**src/rtl/inst_fetch_bus_pkg.sv**
```systemverilog
`default_nettype none
// ============================================================================
//  Module      : inst_fetch_bus_pkg
//  Description : Shared pipe types and constants for the instruction fetch bus
//                master (state encoding, invalid-instruction word, counter width).
//  Revision    : 1.0 - initial release
// ============================================================================
package inst_fetch_bus_pkg;

    typedef enum logic [0:0] {
        IDLE = 1'b0,
        WAIT = 1'b1
    } fetch_state_e;

    // Same encoding the fetch stage uses for "no valid instruction".
    localparam logic [31:0] INSTRUCTION_INVALID = 32'hFFFF_FFFF;

    function automatic int timeout_width(input int cycles);
        return ($clog2(cycles) > 0) ? $clog2(cycles) : 1;
    endfunction

endpackage
`default_nettype wire

```
**src/rtl/inst_fetch_bus_if.sv**
```systemverilog
`default_nettype none
// ============================================================================
//  Module      : inst_fetch_bus_if
//  Description : Single-word read instruction bus between the fetch bus master
//                and the instruction memory slave.
//  Revision    : 1.0 - initial release
// ============================================================================
interface inst_fetch_bus_if;
    logic [31:0] busAddress;
    logic        busRequest;
    logic        busAck;
    logic        busError;
    logic [31:0] busReadData;

    modport master (
        output busAddress,
        output busRequest,
        input  busAck,
        input  busError,
        input  busReadData
    );

    modport slave (
        input  busAddress,
        input  busRequest,
        output busAck,
        output busError,
        output busReadData
    );
endinterface
`default_nettype wire

```
**src/rtl/inst_fetch_timeout.sv**
```systemverilog
`default_nettype none
// ============================================================================
//  Module      : inst_fetch_timeout
//  Description : Bus wait-cycle counter; flags expiry on the last allowed WAIT
//                cycle so the master can abandon the transaction.
//  Revision    : 1.0 - initial release
// ============================================================================
module inst_fetch_timeout
    import inst_fetch_bus_pkg::*;
#(
    parameter int TIMEOUT_CYCLES = 16
) (
    input  logic clk,
    input  logic rst,
    input  logic start,
    input  logic active,
    output logic expired
);

    localparam int              CW      = timeout_width(TIMEOUT_CYCLES);
    localparam logic [CW-1:0]   c_limit = CW'(TIMEOUT_CYCLES - 1);

    logic [CW-1:0] r_count;

    always_ff @(posedge clk) begin
        if (rst || start) begin
            r_count <= '0;
        end else if (active && (r_count != c_limit)) begin
            r_count <= r_count + 1'b1;
        end
    end

    assign expired = active && (r_count == c_limit);

endmodule
`default_nettype wire

```
**src/rtl/inst_fetch_bus.sv**
```systemverilog
`default_nettype none
// ============================================================================
//  Module      : inst_fetch_bus
//  Description : Instruction-side bus master with one address-tagged result
//                register. Optional bus timeout enabled by INST_FETCH_TIMEOUT_EN.
//  Revision    : 1.0 - initial release
// ============================================================================
module inst_fetch_bus
    import inst_fetch_bus_pkg::*;
#(
    parameter int          TIMEOUT_CYCLES    = 16,
    parameter logic [31:0] RESET_INSTRUCTION = INSTRUCTION_INVALID
) (
    input  logic                    clk,
    input  logic                    rst,
    input  logic [31:0]             fetchAddress,
    input  logic                    fetchEnable,
    input  logic                    fetchFlush,
    output logic                    fetchBusy,
    output logic [31:0]             currentInstruction,
    output logic                    fetchError,
    inst_fetch_bus_if.master        bus
);

    fetch_state_e r_state;
    logic         r_result_valid;
    logic [31:0]  r_result_tag;
    logic [31:0]  r_req_tag;
    logic [31:0]  r_bus_address;
    logic         r_bus_request;
    logic [31:0]  r_current_instruction;
    logic         r_fetch_error;
    logic         r_discard_pending;

    logic w_hit;
    logic w_issue;
    logic w_in_wait;
    logic w_timeout;
    logic w_complete;
    logic w_drop;

    assign w_hit      = r_result_valid && (r_result_tag == fetchAddress);
    assign fetchBusy  = fetchEnable && !w_hit;
    assign w_in_wait  = (r_state == WAIT);
    assign w_issue    = (r_state == IDLE) && fetchEnable && !w_hit && !fetchFlush;
    assign w_complete = w_in_wait && (bus.busAck || bus.busError || w_timeout);
    // A flush arriving with the response discards it just like an earlier flush.
    assign w_drop     = r_discard_pending || fetchFlush;

`ifdef INST_FETCH_TIMEOUT_EN
    inst_fetch_timeout #(
        .TIMEOUT_CYCLES (TIMEOUT_CYCLES)
    ) u_timeout (
        .clk     (clk),
        .rst     (rst),
        .start   (w_issue),
        .active  (w_in_wait),
        .expired (w_timeout)
    );
`else
    logic [31:0] w_unused_timeout_cycles;
    assign w_unused_timeout_cycles = 32'(TIMEOUT_CYCLES);
    assign w_timeout = 1'b0;
`endif

    always_ff @(posedge clk) begin
        if (rst) begin
            r_state               <= IDLE;
            r_bus_request         <= 1'b0;
            r_bus_address         <= '0;
            r_current_instruction <= RESET_INSTRUCTION;
            r_fetch_error         <= 1'b0;
            r_result_valid        <= 1'b0;
            r_result_tag          <= '0;
            r_req_tag             <= '0;
            r_discard_pending     <= 1'b0;
        end else begin
            if (fetchFlush) begin
                r_result_valid <= 1'b0;
            end
            case (r_state)
                IDLE: begin
                    if (w_issue) begin
                        r_bus_address <= {fetchAddress[31:2], 2'b00};
                        r_req_tag     <= fetchAddress;
                        r_bus_request <= 1'b1;
                        r_state       <= WAIT;
                    end
                end
                WAIT: begin
                    if (w_complete) begin
                        if (!w_drop) begin
                            r_result_tag   <= r_req_tag;
                            r_result_valid <= 1'b1;
                            // Priority: error, then ack, then timeout.
                            if (bus.busError) begin
                                r_current_instruction <= RESET_INSTRUCTION;
                                r_fetch_error         <= 1'b1;
                            end else if (bus.busAck) begin
                                r_current_instruction <= bus.busReadData;
                                r_fetch_error         <= 1'b0;
                            end else begin
                                r_current_instruction <= RESET_INSTRUCTION;
                                r_fetch_error         <= 1'b1;
                            end
                        end
                        r_bus_request     <= 1'b0;
                        r_discard_pending <= 1'b0;
                        r_state           <= IDLE;
                    end else if (fetchFlush) begin
                        r_discard_pending <= 1'b1;
                    end
                end
                default: r_state <= IDLE;
            endcase
        end
    end

    assign bus.busAddress     = r_bus_address;
    assign bus.busRequest     = r_bus_request;
    assign currentInstruction = r_current_instruction;
    assign fetchError         = r_fetch_error;

endmodule
`default_nettype wire
```
**src/flat_wrapper.sv**
```systemverilog
// flat-port wrapper written by rule: the top's interface ports become plain ports
module inst_fetch_bus_flat import inst_fetch_bus_pkg::*;
#(
    parameter int          TIMEOUT_CYCLES    = 16,
    parameter logic [31:0] RESET_INSTRUCTION = INSTRUCTION_INVALID
)
  (clk, rst, fetchAddress, fetchEnable, fetchFlush, fetchBusy, currentInstruction, fetchError, bus_busAddress, bus_busRequest, bus_busAck, bus_busError, bus_busReadData);
  inst_fetch_bus_if bus_i ();
  input  logic clk;
  input  logic rst;
  input  logic [31:0] fetchAddress;
  input  logic fetchEnable;
  input  logic fetchFlush;
  output logic fetchBusy;
  output logic [31:0] currentInstruction;
  output logic fetchError;
  output wire logic [$bits(bus_i.busAddress)-1:0] bus_busAddress;
  output wire logic [$bits(bus_i.busRequest)-1:0] bus_busRequest;
  input wire logic [$bits(bus_i.busAck)-1:0] bus_busAck;
  input wire logic [$bits(bus_i.busError)-1:0] bus_busError;
  input wire logic [$bits(bus_i.busReadData)-1:0] bus_busReadData;
  assign bus_busAddress = bus_i.busAddress;
  assign bus_busRequest = bus_i.busRequest;
  assign bus_i.busAck = bus_busAck;
  assign bus_i.busError = bus_busError;
  assign bus_i.busReadData = bus_busReadData;
  inst_fetch_bus #(.TIMEOUT_CYCLES(TIMEOUT_CYCLES), .RESET_INSTRUCTION(RESET_INSTRUCTION)) u_core (.clk(clk), .rst(rst), .fetchAddress(fetchAddress), .fetchEnable(fetchEnable), .fetchFlush(fetchFlush), .fetchBusy(fetchBusy), .currentInstruction(currentInstruction), .fetchError(fetchError), .bus(bus_i));
endmodule
```
**config.mk**
```make
export PLATFORM = sky130hd
export DESIGN_NAME = inst_fetch_bus_flat
export DESIGN_NICKNAME = d
export VERILOG_FILES = /design/src/rtl/inst_fetch_bus_pkg.sv /design/src/rtl/inst_fetch_bus_if.sv /design/src/rtl/inst_fetch_timeout.sv /design/src/rtl/inst_fetch_bus.sv /design/src/flat_wrapper.sv
export SDC_FILE = /design/constraint.sdc
export NUM_CORES = 1
export LEC_CHECK = 0
export BUFFER_PORTS_ARGS = -buffer_cell sky130_fd_sc_hd__buf_4
export CORE_MARGIN = 5
export CORE_UTILIZATION = 33
export CTS_CLUSTER_SIZE = 30
export DETAILED_ROUTE_END_ITERATION = 8
export SYNTH_ARGS = -nofsm -noshare
export SYNTH_HDL_FRONTEND = slang
export SYNTH_HIERARCHICAL = 1
export SYNTH_SLANG_ARGS = --single-unit
```
**constraint.sdc**
```tcl
create_clock -name clk -period 2.4 [get_ports clk]
set_input_delay 0.12 -clock clk [delete_from_list [all_inputs] [get_ports clk]]
set_output_delay 0.12 -clock clk [all_outputs]
set_load 0.01 [all_outputs]
```
# Word level (Yosys, flattened, before mapping)
# Cells that the tools add are included.
[op_classes]
n_eq_ne = 3
mux = 16
n_bitwise = 2
n_reduce_logical = 15
[ops]
columns = ["operator", "n"]
rows = [
  ["32-bit two-way mux", 2],
  ["32-bit == test", 1],
  ["1-bit two-way mux", 12],
  ["1-bit logical AND", 6],
  ["2-bit AND reduction", 3],
  ["1-bit one-hot mux with 2 select lines", 2],
  ["3-bit AND reduction", 1],
  ["1-bit logical NOT", 2],
  ["1-bit logical OR", 2],
  ["2-bit by 1-bit inequality test with 1-bit output, second input constant", 1],
  ["2-bit inequality test, second input constant", 1],
  ["1-bit inverter", 2],
  ["2-bit nonzero test", 1],
]
[totals]
regBits = 131

# Depth between registers and ports, before layout
[depth]
word_depth = 7
depth_mapped = 8

# Worst setup path after synthesis
# OpenSTA, ideal clock, no wires.
[synth_timing]
path_kind = "reg2reg"
startpoint = "register u_core.r_result_tag[29]"
endpoint = "register u_core.r_req_tag[10]"
arrival_ns = 1.714
t_required_ns = 2.282
setup_slack_ns = 0.567
path_stages_with_launch = 9
n_path_buf = 2
path_cell_list = "dfxtp_1 > xor2_1 > nor4_1 > nand4_1 > or3_1 > and3_1 > buf_6 > buf_12 > mux2i_1"
[synth_via]
elab_chain_len = 6
[synth_rtl]
columns = ["element", "line", "text"]
rows = [
  ["start, declared", "inst_fetch_bus.sv:27", "logic [31:0] r_result_tag;"],
  ["start signal, assigned", "inst_fetch_bus.sv:93", "r_result_tag <= r_req_tag;"],
  ["32-bit == test", "inst_fetch_bus.sv:42", "assign w_hit = r_result_valid && (r_result_tag == fetchAddress);"],
  ["1-bit logical AND", "inst_fetch_bus.sv:42", ""],
  ["1-bit logical NOT", "inst_fetch_bus.sv:45", "assign w_issue = (r_state == IDLE) && fetchEnable && !w_hit && !fetchFlush;"],
  ["1-bit logical AND (2 in a row)", "inst_fetch_bus.sv:45", ""],
  ["2-bit AND reduction (no source line)", "--", ""],
  ["end signal, assigned", "inst_fetch_bus.sv:85", "r_req_tag <= fetchAddress;"],
  ["end, declared", "inst_fetch_bus.sv:28", "logic [31:0] r_req_tag;"],
]
# Every way passes these cells.
# A chain may end at the register's enable or synchronous reset.

# Worst setup path after layout
[layout_timing]
startpoint = "register u_core.r_result_tag[11]"
endpoint = "output port fetchBusy"
[layout_via]
elab_chain_len = 4
[layout_rtl]
columns = ["element", "line", "text"]
rows = [
  ["32-bit == test", "inst_fetch_bus.sv:42", ""],
  ["1-bit logical AND", "inst_fetch_bus.sv:42", ""],
  ["1-bit logical NOT", "inst_fetch_bus.sv:43", "assign fetchBusy = fetchEnable && !w_hit;"],
  ["1-bit logical AND", "inst_fetch_bus.sv:43", ""],
  ["end, declared", "flat_wrapper.sv:14", "output logic fetchBusy;"],
]
# Every way passes these cells.

==> metrics.cfg <==
[run_status]
status=complete, no violations

[worst_setup_path]
critPathCaptureType=primary output
cp_top_family=simple AND/OR/NAND/NOR gates
crit_arrival_ps=2150
r2r-start=u_core/r_result_tag[11]
critPathRequiredTime_ps=2280
cp_max_fo=2
crit_buf_inv=1
r2r_end=u_core/r_req_tag[27]
rr_worst_depth=7
max_stage_delay_ps=440
rrSetupSlack_ps=230
worst-setup-path-type=reg2out
crit_slowest_cell=nor4_1
cp_cell_sequence=xor2_1 > nor4_1 > nand3_1 > or3_1 > and2_2 > buf_4
start_kind=flip-flop

[clock_tree]
cts_hold_buf=0
clock-root-buffer=clkbuf_16
htree_levels=3
path_clk_slew_ps=80
clock_latency_ps=340
cts-buffers-inserted=9
cts_resized=0
postCtsSetupBuffers=0
clockBufferDepth=2
cts_tree=built
clock-sinks=101

[die]
pin_count=137
die_w_um=128
rows=43
die_h_um=128
core_sq_mm=0.0137
dieArea_sq_mm=0.0163
initial_core_util_pct=33.3

[synthesis]
yosysTopAreaCell=dfxtp_1
ys_warn_count=6
ys_seq_area_share_pct=44.2
ys_ff_latch=101
syn-cell-area_sq_mm=0.00457
synth.distinct_cells=28
syn_area_per_cell_sq_um=8.75
synth.area.top_cells=dfxtp_1 44%, nand2b_1 8.6%, mux2i_1 7.0%, xor2_1 5.9%, buf_4 5.3%
synth_cells=522
yosys.area.top_type_share_pct=44.2

[sta]
final.period_utilization_pct=94.8
fin_skew_ps=9.66
final.setup.tns_ps=0
slew_violations=0
hold_violations=0
rsz0062_at_grt=no
slew_headroom_pct=61.1
tightest_slew_ps=584
setup_violations=0
fin_crit_ps=2270
clock.fmax_ghz=0.440

[route]
via_per_inst=4.67
drt_iter0_drc=194
wl_per_cell_um=14.8
totalWireLength_mm=11.7
drtAntennaViolNets=0
drc=0
vias=3705
dr.pass1.iters=5

[layout]
fillers=1352
drive_gt1_share_pct=26.8
syn_to_final_growth_pct=26.5
antenna_cells=0
post-route-util_pct=42.1
nets=678
layout_commonest_cell=buf_4
seq_area_sq_mm=0.00202
multiInputGateArea_sq_mm=0.00212
final_cell_mix=141 x buf_4, 101 x dfxtp_1, 64 x nand2_1

[grt]
grt_pass1_vias=3734
grt_usage_pct=14.3
antenna_found_initial=0
grt_overflow=0
grt_first_pass_wirelength_mm=18.7
grt_max_degree=73

[min_path]
holdPathStages=3
worstHoldStart=bus_busReadData[24]
hold_path.class=in2reg
whs_endpoint=u_core/currentInstruction[24]

[placement]
place_congestion=0.747
place_hpwl_mm=8.27
io_buffers=134

[power_and_ir_drop]
max-vdd-ir-drop_mv=0.326
power_density_mw_per_mm2=627
leakage_uw=0.00247

[run]
cap_viol_max_count=0

==> through the flow <==
stage / hold slack, ps / cells / worst slack (ps) / area (sq um) / power, uW
2_1_floorplan: 275 / 523 / 567 / 4570 / 2000
3_3_place_gp: 362 / 777 / 330 / 5470 / 2150
3_5_place_dp: 373 / 777 / 286 / 5470 / 2160
4_1_cts: 6.47 / 793 / 67.4 / 5780 / 3690
5_1_grt: 12.3 / 793 / 53.2 / 5780 / 3790
6_report: 22.8 / 793 / 126 / 5780 / 3620
==> synth_stat cells <==
cell and instances:
buf_1 10, nor4_1 7, xor2_1 31, or2b_1 3
nor2_1 35, buf_6 1, and2_2 1, and2_1 1
a21oi_1 34, conb_1 1, o21ba_2 2, clkbuf_1 23
o21bai_1 32, inv_1 1, nand2b_1 63, nand3_1 2
buf_12 3, mux2i_1 32, and3_1 1, dfxtp_1 101
nand4_1 1, or3_1 2, buf_4 32, nor3b_1 1
o21ai_0 1, xnor2_1 1, nor3_1 36, nand2_1 64
==> worst reg2reg max path: cells and delay by family, from the launching register on <==
kind                      cells  cell delay (ps)
and+or+nand+nor               4             1220
xor gates and xnor gates      1              180
buffers and inverters         1              210
DFF                           1              320
muxes                         1              140
==> layer usage <==
metal  routed length [um]  GRT usage, %
met1                 4960          17.2
met2                 5530          23.3
met3                 1030          6.08
met4                  186          4.56
met5                    0             0
==> power breakdown <==
group | switching, uW | internal [uW] | total [uW]
sequential | 30.0 | 1710 | 1740
combinational | 174 | 199 | 374
clock | 678 | 830 | 1510
==> final cells by class <==
type,count,share of cell area (%)
Sequential cell,101,35.0
Clock inverter,6,1.39
Inverter,1,0.0650
Clock buffer,10,3.96
Multi-Input combinational cell,352,36.7
Timing Repair Buffer,143,19.0
Tap cell,180,3.90
==> sequential cells by signal (all words and copies together), names as in the netlist <==
signal,count
u_core/r_result_valid,1
u_core/r_result_tag,32
u_core/r_discard_pending,1
u_core/bus.busRequest,1
u_core/currentInstruction,32
u_core/r_state,1
u_core/fetchError,1
u_core/r_req_tag,32
==> worst max-delay path by stage <==
stage,startpoint,end,slack [ps],cells after the start
3_5_place_dp,u_core/r_result_tag[9],u_core/r_req_tag[20],290,7
5_1_grt,u_core/r_result_tag[11],fetchBusy,50,6
4_1_cts,u_core/r_result_tag[11],fetchBusy,70,6
6_report,u_core/r_result_tag[11],fetchBusy,130,6
2_1_floorplan,u_core/r_result_tag[29],u_core/r_req_tag[10],570,8
3_3_place_gp,u_core/r_result_tag[9],u_core/r_req_tag[19],330,7
==> kinds of logic (layout without fill, tap and decap cells) <==
group | Yosys count | in the layout | share of synthesized area (%)
AOI/OAI and AO/OA | 69 | 69 | 9.53
xor gates and xnor gates | 32 | 32 | 6.13
buffers and inverters | 70 | 160 | 9.61
DFF | 101 | 101 | 44.2
muxes | 32 | 32 | 7.01
other | 1 | 2 | 0.0821
and+or+nand+nor | 217 | 217 | 23.4
(Power assumes the default switching activity.)
